$ cat src/rtl/crypto_multikey_if.sv
// Packet bus and register ring bundle for crypto_multikey.
// The slave modport is the cipher's view; the master modport is the view of
// whatever drives the upstream bus and register ring and sinks the output.
interface crypto_multikey_if #(
  parameter int DATA_WIDTH          = 64,
  parameter int CTRL_WIDTH          = DATA_WIDTH / 8,
  parameter int UDP_REG_SRC_WIDTH   = 2,
  parameter int UDP_REG_ADDR_WIDTH  = 23,
  parameter int CPCI_NF2_DATA_WIDTH = 32
);
  logic [DATA_WIDTH-1:0]          in_data;
  logic [CTRL_WIDTH-1:0]          in_ctrl;
  logic                           in_wr;
  logic                           in_rdy;
  logic [DATA_WIDTH-1:0]          out_data;
  logic [CTRL_WIDTH-1:0]          out_ctrl;
  logic                           out_wr;
  logic                           out_rdy;

  logic                           reg_req_in;
  logic                           reg_ack_in;
  logic                           reg_rd_wr_L_in;
  logic [UDP_REG_ADDR_WIDTH-1:0]  reg_addr_in;
  logic [CPCI_NF2_DATA_WIDTH-1:0] reg_data_in;
  logic [UDP_REG_SRC_WIDTH-1:0]   reg_src_in;
  logic                           reg_req_out;
  logic                           reg_ack_out;
  logic                           reg_rd_wr_L_out;
  logic [UDP_REG_ADDR_WIDTH-1:0]  reg_addr_out;
  logic [CPCI_NF2_DATA_WIDTH-1:0] reg_data_out;
  logic [UDP_REG_SRC_WIDTH-1:0]   reg_src_out;

  modport slave (
    input  in_data, in_ctrl, in_wr, out_rdy,
    output in_rdy, out_data, out_ctrl, out_wr,
    input  reg_req_in, reg_ack_in, reg_rd_wr_L_in, reg_addr_in, reg_data_in, reg_src_in,
    output reg_req_out, reg_ack_out, reg_rd_wr_L_out, reg_addr_out, reg_data_out, reg_src_out
  );

  modport master (
    output in_data, in_ctrl, in_wr, out_rdy,
    input  in_rdy, out_data, out_ctrl, out_wr,
    output reg_req_in, reg_ack_in, reg_rd_wr_L_in, reg_addr_in, reg_data_in, reg_src_in,
    input  reg_req_out, reg_ack_out, reg_rd_wr_L_out, reg_addr_out, reg_data_out, reg_src_out
  );
endinterface

$ cat src/rtl/crypto_multikey.sv
// XOR payload cipher with up to NUM_KEYS 64-bit keys (single or rotating),
// plus a register-ring slave for mode, keys and a packet counter.
//
// state | meaning
// HDR   | module headers (ctrl != 0) pass; first ctrl == 0 word starts the packet
// SKIP  | protocol header words pass in clear until SKIP_WORDS data words are seen
// PAY   | payload words XORed with the per-packet key schedule
module crypto_multikey #(
  parameter int          DATA_WIDTH        = 64,
  parameter int          CTRL_WIDTH        = DATA_WIDTH / 8,
  parameter int          UDP_REG_SRC_WIDTH = 2,
  parameter int          NUM_KEYS          = 4,
  parameter int          SKIP_WORDS        = 6,
  parameter logic [22:0] REG_BLOCK_TAG     = 23'h000200
) (
  input logic              clk,
  input logic              reset,
  crypto_multikey_if.slave bus
);

  typedef enum logic [1:0] {HDR, SKIP, PAY} state_t;

  localparam int IW  = (NUM_KEYS > 1) ? $clog2(NUM_KEYS) : 1;
  localparam int SKW = $clog2(SKIP_WORDS + 2);
  localparam logic [IW-1:0] LAST_IDX = IW'(NUM_KEYS - 1);

  state_t                  state_q, state_d;
  logic [SKW-1:0]          skip_cnt_q, skip_cnt_d;
  logic [IW-1:0]           idx_q, idx_d;
  logic [1:0]              mode_q, mode_sh_q;
  logic [63:0]             key_q    [NUM_KEYS];
  logic [63:0]             key_sh_q [NUM_KEYS];
  logic [31:0]             pkt_cnt_q;
  logic [DATA_WIDTH-1:0]   data_d, out_data_q;
  logic [CTRL_WIDTH-1:0]   out_ctrl_q;
  logic                    out_wr_q;
  logic                    accept, ctrl_nz, load_shadow, pkt_inc;

  logic                    addressed, reg_wr;
  logic [3:0]              off;
  logic [31:0]             rd_val;
  logic                    req_out_q, ack_out_q, rdwr_out_q;
  logic [22:0]             addr_out_q;
  logic [31:0]             data_out_q;
  logic [UDP_REG_SRC_WIDTH-1:0] src_out_q;

  function automatic logic [DATA_WIDTH-1:0] crypt(input logic [1:0] m,
                                                  input logic [63:0] k,
                                                  input logic [DATA_WIDTH-1:0] d);
    return (m == 2'd1 || m == 2'd2) ? (d ^ k) : d;
  endfunction

  assign accept  = bus.in_wr && bus.out_rdy;
  assign ctrl_nz = (bus.in_ctrl != '0);
  assign bus.in_rdy = bus.out_rdy;

  // Packet FSM next state and per-word datapath transform.
  // skip_cnt counts clear data words seen so far, including the first one.
  always_comb begin
    state_d     = state_q;
    skip_cnt_d  = skip_cnt_q;
    idx_d       = idx_q;
    data_d      = bus.in_data;
    load_shadow = 1'b0;
    pkt_inc     = 1'b0;
    if (accept) begin
      case (state_q)
        HDR: begin
          if (!ctrl_nz) begin
            load_shadow = 1'b1;
            skip_cnt_d  = '0;
            idx_d       = '0;
            if (SKIP_WORDS == 0) begin
              // No clear words: this word is already payload, keyed from live regs.
              data_d  = crypt(mode_q, key_q[0], bus.in_data);
              if (mode_q == 2'd2) idx_d = (LAST_IDX == '0) ? '0 : IW'(1);
              state_d = PAY;
            end else begin
              skip_cnt_d = SKW'(1);
              state_d    = (SKIP_WORDS == 1) ? PAY : SKIP;
            end
          end
        end
        SKIP: begin
          if (ctrl_nz) begin
            state_d = HDR;
            pkt_inc = 1'b1;
          end else begin
            skip_cnt_d = skip_cnt_q + SKW'(1);
            if (skip_cnt_q + SKW'(1) == SKW'(SKIP_WORDS)) state_d = PAY;
          end
        end
        PAY: begin
          data_d = crypt(mode_sh_q, key_sh_q[idx_q], bus.in_data);
          if (mode_sh_q == 2'd2) idx_d = (idx_q == LAST_IDX) ? '0 : idx_q + IW'(1);
          if (ctrl_nz) begin
            state_d = HDR;
            pkt_inc = 1'b1;
          end
        end
        default: state_d = HDR;
      endcase
    end
  end

  // FSM state, counters and registered output word.
  always_ff @(posedge clk) begin
    if (reset) begin
      state_q    <= HDR;
      skip_cnt_q <= '0;
      idx_q      <= '0;
      out_wr_q   <= 1'b0;
      out_data_q <= '0;
      out_ctrl_q <= '0;
    end else begin
      state_q    <= state_d;
      skip_cnt_q <= skip_cnt_d;
      idx_q      <= idx_d;
      out_wr_q   <= accept;
      if (accept) begin
        out_data_q <= data_d;
        out_ctrl_q <= bus.in_ctrl;
      end
    end
  end

  // Per-packet snapshot so register writes only affect the next packet.
  always_ff @(posedge clk) begin
    if (reset) begin
      mode_sh_q <= 2'd0;
      for (int k = 0; k < NUM_KEYS; k++) key_sh_q[k] <= '0;
    end else if (load_shadow) begin
      mode_sh_q <= mode_q;
      for (int k = 0; k < NUM_KEYS; k++) key_sh_q[k] <= key_q[k];
    end
  end

  assign addressed = bus.reg_req_in && !bus.reg_ack_in &&
                     (bus.reg_addr_in[22:4] == REG_BLOCK_TAG[22:4]);
  assign reg_wr    = addressed && !bus.reg_rd_wr_L_in;
  assign off       = bus.reg_addr_in[3:0];

  // Read mux; unmapped offsets return a recognisable marker.
  always_comb begin
    rd_val = 32'hDEADBEEF;
    if (off == 4'd0)      rd_val = {30'd0, mode_q};
    else if (off == 4'd1) rd_val = pkt_cnt_q;
    for (int k = 0; k < NUM_KEYS; k++) begin
      if (off == 4'(2 + 2 * k)) rd_val = key_q[k][31:0];
      if (off == 4'(3 + 2 * k)) rd_val = key_q[k][63:32];
    end
  end

  // Configuration registers and packet counter (a write-clear beats an increment).
  always_ff @(posedge clk) begin
    if (reset) begin
      mode_q    <= 2'd0;
      pkt_cnt_q <= '0;
      for (int k = 0; k < NUM_KEYS; k++) key_q[k] <= '0;
    end else begin
      if (reg_wr && off == 4'd0) mode_q <= bus.reg_data_in[1:0];
      if (reg_wr && off == 4'd1)            pkt_cnt_q <= '0;
      else if (pkt_inc && pkt_cnt_q != '1)  pkt_cnt_q <= pkt_cnt_q + 32'd1;
      for (int k = 0; k < NUM_KEYS; k++) begin
        if (reg_wr && off == 4'(2 + 2 * k)) key_q[k][31:0]  <= bus.reg_data_in;
        if (reg_wr && off == 4'(3 + 2 * k)) key_q[k][63:32] <= bus.reg_data_in;
      end
    end
  end

  // Register ring stage: pass through, claim addressed requests.
  always_ff @(posedge clk) begin
    if (reset) begin
      req_out_q  <= 1'b0;
      ack_out_q  <= 1'b0;
      rdwr_out_q <= 1'b0;
      addr_out_q <= '0;
      data_out_q <= '0;
      src_out_q  <= '0;
    end else begin
      req_out_q  <= bus.reg_req_in;
      ack_out_q  <= bus.reg_ack_in || addressed;
      rdwr_out_q <= bus.reg_rd_wr_L_in;
      addr_out_q <= bus.reg_addr_in;
      data_out_q <= (addressed && bus.reg_rd_wr_L_in) ? rd_val : bus.reg_data_in;
      src_out_q  <= bus.reg_src_in;
    end
  end

  assign bus.out_wr          = out_wr_q;
  assign bus.out_data        = out_data_q;
  assign bus.out_ctrl        = out_ctrl_q;
  assign bus.reg_req_out     = req_out_q;
  assign bus.reg_ack_out     = ack_out_q;
  assign bus.reg_rd_wr_L_out = rdwr_out_q;
  assign bus.reg_addr_out    = addr_out_q;
  assign bus.reg_data_out    = data_out_q;
  assign bus.reg_src_out     = src_out_q;

endmodule

$ cat src/flat_wrapper.sv
// flat-port wrapper written by rule: the top's interface ports become plain ports
module crypto_multikey_flat 
#(
  parameter int          DATA_WIDTH        = 64,
  parameter int          CTRL_WIDTH        = DATA_WIDTH / 8,
  parameter int          UDP_REG_SRC_WIDTH = 2,
  parameter int          NUM_KEYS          = 4,
  parameter int          SKIP_WORDS        = 6,
  parameter logic [22:0] REG_BLOCK_TAG     = 23'h000200
)
  (clk, reset, bus_in_data, bus_in_ctrl, bus_in_wr, bus_out_rdy, bus_in_rdy, bus_out_data, bus_out_ctrl, bus_out_wr, bus_reg_req_in, bus_reg_ack_in, bus_reg_rd_wr_L_in, bus_reg_addr_in, bus_reg_data_in, bus_reg_src_in, bus_reg_req_out, bus_reg_ack_out, bus_reg_rd_wr_L_out, bus_reg_addr_out, bus_reg_data_out, bus_reg_src_out);
  crypto_multikey_if #(.DATA_WIDTH(DATA_WIDTH), .CTRL_WIDTH(CTRL_WIDTH), .UDP_REG_SRC_WIDTH(UDP_REG_SRC_WIDTH)) bus_i ();
  input logic clk;
  input logic reset;
  input wire logic [$bits(bus_i.in_data)-1:0] bus_in_data;
  input wire logic [$bits(bus_i.in_ctrl)-1:0] bus_in_ctrl;
  input wire logic [$bits(bus_i.in_wr)-1:0] bus_in_wr;
  input wire logic [$bits(bus_i.out_rdy)-1:0] bus_out_rdy;
  output wire logic [$bits(bus_i.in_rdy)-1:0] bus_in_rdy;
  output wire logic [$bits(bus_i.out_data)-1:0] bus_out_data;
  output wire logic [$bits(bus_i.out_ctrl)-1:0] bus_out_ctrl;
  output wire logic [$bits(bus_i.out_wr)-1:0] bus_out_wr;
  input wire logic [$bits(bus_i.reg_req_in)-1:0] bus_reg_req_in;
  input wire logic [$bits(bus_i.reg_ack_in)-1:0] bus_reg_ack_in;
  input wire logic [$bits(bus_i.reg_rd_wr_L_in)-1:0] bus_reg_rd_wr_L_in;
  input wire logic [$bits(bus_i.reg_addr_in)-1:0] bus_reg_addr_in;
  input wire logic [$bits(bus_i.reg_data_in)-1:0] bus_reg_data_in;
  input wire logic [$bits(bus_i.reg_src_in)-1:0] bus_reg_src_in;
  output wire logic [$bits(bus_i.reg_req_out)-1:0] bus_reg_req_out;
  output wire logic [$bits(bus_i.reg_ack_out)-1:0] bus_reg_ack_out;
  output wire logic [$bits(bus_i.reg_rd_wr_L_out)-1:0] bus_reg_rd_wr_L_out;
  output wire logic [$bits(bus_i.reg_addr_out)-1:0] bus_reg_addr_out;
  output wire logic [$bits(bus_i.reg_data_out)-1:0] bus_reg_data_out;
  output wire logic [$bits(bus_i.reg_src_out)-1:0] bus_reg_src_out;
  assign bus_i.in_data = bus_in_data;
  assign bus_i.in_ctrl = bus_in_ctrl;
  assign bus_i.in_wr = bus_in_wr;
  assign bus_i.out_rdy = bus_out_rdy;
  assign bus_in_rdy = bus_i.in_rdy;
  assign bus_out_data = bus_i.out_data;
  assign bus_out_ctrl = bus_i.out_ctrl;
  assign bus_out_wr = bus_i.out_wr;
  assign bus_i.reg_req_in = bus_reg_req_in;
  assign bus_i.reg_ack_in = bus_reg_ack_in;
  assign bus_i.reg_rd_wr_L_in = bus_reg_rd_wr_L_in;
  assign bus_i.reg_addr_in = bus_reg_addr_in;
  assign bus_i.reg_data_in = bus_reg_data_in;
  assign bus_i.reg_src_in = bus_reg_src_in;
  assign bus_reg_req_out = bus_i.reg_req_out;
  assign bus_reg_ack_out = bus_i.reg_ack_out;
  assign bus_reg_rd_wr_L_out = bus_i.reg_rd_wr_L_out;
  assign bus_reg_addr_out = bus_i.reg_addr_out;
  assign bus_reg_data_out = bus_i.reg_data_out;
  assign bus_reg_src_out = bus_i.reg_src_out;
  crypto_multikey #(.DATA_WIDTH(DATA_WIDTH), .CTRL_WIDTH(CTRL_WIDTH), .UDP_REG_SRC_WIDTH(UDP_REG_SRC_WIDTH), .NUM_KEYS(NUM_KEYS), .SKIP_WORDS(SKIP_WORDS), .REG_BLOCK_TAG(REG_BLOCK_TAG)) u_core (.clk(clk), .reset(reset), .bus(bus_i));
endmodule
$ cat config.mk
export PLATFORM = sky130hd
export DESIGN_NAME = crypto_multikey_flat
export DESIGN_NICKNAME = d
export VERILOG_FILES = /design/src/rtl/crypto_multikey_if.sv /design/src/rtl/crypto_multikey.sv /design/src/flat_wrapper.sv
export SDC_FILE = /design/constraint.sdc
export NUM_CORES = 1
export LEC_CHECK = 0
export BUFFER_PORTS_ARGS = -buffer_cell sky130_fd_sc_hd__buf_2
export CORE_ASPECT_RATIO = 0.8
export CORE_MARGIN = 5
export CORE_UTILIZATION = 60
export DETAILED_ROUTE_END_ITERATION = 10
export HOLD_SLACK_MARGIN = 0.12
export PLACE_DENSITY = 0.86
export SYNTH_ARGS = -nofsm -noshare
export SYNTH_HDL_FRONTEND = slang
export SYNTH_SLANG_ARGS = --single-unit
$ cat constraint.sdc
create_clock -name clk -period 11.2 [get_ports clk]
set_input_delay 1.12 -clock clk [delete_from_list [all_inputs] [get_ports clk]]
set_output_delay 1.12 -clock clk [all_outputs]
set_load 0.005 [all_outputs]
==> summary.txt <==
STA
---------------------------------------------------------------------------------
Maximum clock rate .................................................      214 MHz
Slack of the critical path .........................................      6.52 ns
Actual slew at the worst max-slew pin ..............................      1.35 ns
Final critical delay including setup and external delays ...........      4.68 ns
Total of endpoints with negative setup slack in the final report ...            0
Unrepaired setup endpoints after global routing ....................        false
Slew Limit Fails ...................................................            0
Final Hold Violating Endpoints .....................................            0
Worst hold slack ...................................................     0.454 ns
Final clock skew ...................................................    0.0262 ns
Period utilisation layout ..........................................        41.7%
Normalized max-slew margin .........................................        9.65%
Final-layout setup total negative slack ............................         0 ns

YOSYS
---------------------------------------------------------------------------------
Dominant cells by area after synthesis ............................. sky130_fd_sc_hd__edfxtp_1 (50%), sky130_fd_sc_hd__dfxtp_1 (12%), sky130_fd_sc_hd__and2_1 (11%), sky130_fd_sc_hd__mux4_2 (4.9%), sky130_fd_sc_hd__xor2_1 (1.9%)
Cell count after synthesis .........................................         2423
Most used flip-flop cell after synthesis ........................... sky130_fd_sc_hd__edfxtp_1
Fraction of post-synthesis cell area in the top cell type by area ..        50.3%
Part of the Yosys area used for sequential elements ................        62.0%
Flip-flop and latch count after synthesis ..........................          690
Number of warnings reported in the yosys synthesis log .............            0
Ys async rst share .................................................           0%
Number of flops mapped to enable cells by yosys ....................          512
Count of cell types in the netlist .................................           80
Syn_area_per_cell ..................................................     12.6 um2
Synthesized Nets ...................................................         2567
Syn Std Cell Area ..................................................   0.0306 mm2
Library cell occupying the most area in the post-synthesis netlist . sky130_fd_sc_hd__edfxtp_1

SETUP PATH
---------------------------------------------------------------------------------
Endpoint required time on the critical path ........................     11.41 ns
Worst-path fanout max ..............................................           32
Top cell by count, worst path ...................................... sky130_fd_sc_hd__buf_4
Crit. End Element ..................................................    flip-flop
WS Path Type .......................................................       in2reg
Kind of cell adding the most delay to the critical path ............ simple AND/OR/NAND/NOR gates
Slowest stage cell on the critical path ............................ sky130_fd_sc_hd__o21ai_4
Critical path buffers and inverters ................................            3
Largest incremental delay on the critical path .....................      1.05 ns
Crit start category ................................................ primary input
Worst Path Arrival .................................................      4.89 ns
Critical-path cell list ............................................ buf_2 > buf_4 > nor2b_1 > nand2_1 > buf_4 > o21ai_4

GLOBAL ROUTE
---------------------------------------------------------------------------------
Vias in the first global route .....................................        21100
Pin count of the biggest net entering global routing ...............          133
Total grt overflow .................................................            0
Initial antenna violation count ....................................           10
Global-route wire length before repair .............................    131000 um
Total Routing Usage GR .............................................        31.1%

CLOCK NETWORK
---------------------------------------------------------------------------------
Library cell used as clock root buffer ............................. sky130_fd_sc_hd__clkbuf_16
Clock tree from TritonCTS ..........................................         done
Buffer levels on the longest clock path ............................            3
Number of buffers inserted by hold repair at cts ...................            0
Clock slew at reported path FFs ....................................      0.06 ns
Depth of the CTS H-tree ............................................            3
Count of buffers added by post-CTS timing repair for setup .........            0
CTS Buf Count ......................................................           68
Worst-skew pair later-pin latency ..................................      0.62 ns
Number of resized instances in the post-cts repair step ............            0
CTS sink cnt .......................................................          690

FINAL LAYOUT
---------------------------------------------------------------------------------
Area delta synth->final ............................................        13.7%
Fraction of layout instances using a drive strength above 1 ........        20.2%
Net total in the final layout ......................................         2768

PLACE
---------------------------------------------------------------------------------
Count of buffers from port buffering ...............................          269
Detailed-placement wirelength estimate .............................     58000 um
Final weighted congestion of routability-driven global placement ...         1.02
Post-Place Worst Slack .............................................      6.07 ns

DRT
---------------------------------------------------------------------------------
Detailed Route Iter0 Violations ....................................         3167
Residual DRC .......................................................            0
Wire length per cell after detailed routing ........................      26.3 um
Total Routed Length ................................................     88700 um
Detailed-routing iteration count for the pre-antenna-repair pass ...            7
Number of nets still failing antenna checks after routing ..........            0
Number of vias per cell ............................................         6.40
Routed vias ........................................................        21600

DIE
---------------------------------------------------------------------------------
Starting density of the core .......................................        60.2%
Die Span X .........................................................       262 um
Row count ..........................................................           74
Vert. Die Dim ......................................................       212 um
Area of the die ....................................................   0.0556 mm2
Placeable core region ..............................................   0.0507 mm2
Top Ports ..........................................................          270

FLOW RUN
---------------------------------------------------------------------------------
Count of max-cap constraint violations .............................            0

OUTCOME
---------------------------------------------------------------------------------
Status .............................................................    completed

MIN PATH
---------------------------------------------------------------------------------
Hold/Removal Path Class ............................................      reg2reg

POWER
---------------------------------------------------------------------------------
PwrDens ............................................................   159 mW/mm2
Peak VDD IR ........................................................   0.000134 V
Static power due to leakage ........................................      12.7 nW

where the power goes:
group	leakage [nW]	internal [mW]	switching, mW
sequential	6.54	2.85	0.0628
clock	1.07	1.30	0.978
combinational	5.05	0.111	0.212
total	12.7	4.26	1.25
cell usage in the layout (no fill, tap or decap), types with 65 or more instances in the layout:
master                      Yosys  routed
sky130_fd_sc_hd__dfxtp_1      178     176
sky130_fd_sc_hd__buf_2         13     267
sky130_fd_sc_hd__a211oi_1      68      68
sky130_fd_sc_hd__a21oi_1      101     101
sky130_fd_sc_hd__nand2_1      146     145
sky130_fd_sc_hd__clkbuf_16      0      71
sky130_fd_sc_hd__and2_1       516     515
sky130_fd_sc_hd__nor2_1       119     119
sky130_fd_sc_hd__xor2_1        65      65
sky130_fd_sc_hd__edfxtp_1     512     512
sky130_fd_sc_hd__mux4_2        66      66
worst reg2reg max path: stages, from the launching register on:
cell                      delay (ns)
sky130_fd_sc_hd__dfxtp_1        0.32
sky130_fd_sc_hd__inv_1          0.11
sky130_fd_sc_hd__ha_1           0.33
sky130_fd_sc_hd__nand3_2        0.21
sky130_fd_sc_hd__nand2_4        0.43
sky130_fd_sc_hd__buf_4          0.70
sky130_fd_sc_hd__buf_4          0.96
kinds of logic after synthesis:
group | count (synthesis) | synth area share (%)
simple gates | 954 | 17.6
flops | 690 | 62.0
compound gates | 388 | 8.72
buf+inv | 188 | 2.44
mux | 127 | 6.94
xor+xnor | 68 | 1.95
fa+ha+maj | 8 | 0.328
metal layers:
layer	part of all wire [%]	vias to the layer above	track usage (%)
met5	0.057	-	0
met4	3.8	8	10.9
met3	15	281	12.6
met2	44	1577	46.8
met1	37	10400	41.7
li1	-	9276	-
sequential cells by signal (all words and copies together), names as in the netlist, 3 cells and up, named ones only:
| signal | cells |
|---|---|
| u_core.key_sh_q | 256 |
| u_core.bus.reg_data_out | 32 |
| u_core.skip_cnt_q | 3 |
| u_core.key_q | 256 |
| u_core.bus.out_data | 64 |
| u_core.bus.reg_addr_out | 23 |
| u_core.bus.out_ctrl | 8 |
| u_core.pkt_cnt_q | 32 |
Yosys cell counts (all sizes together) (18+ instances only):
library cell	n
mux2i	43
edfxtp	512
and2	517
buf	27
mux2	18
nand2	146
clkbuf	149
o221ai	19
o21ai	54
mux4	66
nand4	18
nor2	121
dfxtp	178
nand3	21
a211oi	68
nor2b	37
a31oi	19
xor2	65
a21oi	101
per-stage QoR:
stage          utilization [%]  power (mW)  area (um2)  cells
2_1_floorplan                -        3.11       30600   2423
3_3_place_gp              64.1        3.26       32500   3238
3_5_place_dp              64.1        3.27       32500   3238
4_1_cts                   68.5        5.52       34700   3363
5_1_grt                   68.5        5.66       34700   3364
6_report                  68.5        5.51       34800   3369
layout make-up:
type                       instances  area (um2)
sequential                       690       18900
fill                            3519       16000
multi-input combinational       1545       11100
clock buffer                      98        1930
timing repair buffer             307        1640
tap                              684         856
clock inverter                    27         272
inverter                          12        45.0
antenna                            6        15.0
final timing paths:
check                         start                     end  slack [ns]  cells after the start
max              bus_reg_addr_in[3]     u_core.key_q[3][35]        6.52                      6
min          u_core.bus.out_ctrl[7]  u_core.bus.out_ctrl[7]        0.45                      2
max reg2reg       u_core.state_q[1]  u_core.key_sh_q[1][58]        7.68                      6
min reg2reg  u_core.bus.out_ctrl[7]  u_core.bus.out_ctrl[7]        0.45                      2
Note: power is estimated with default switching activity, not from simulation.
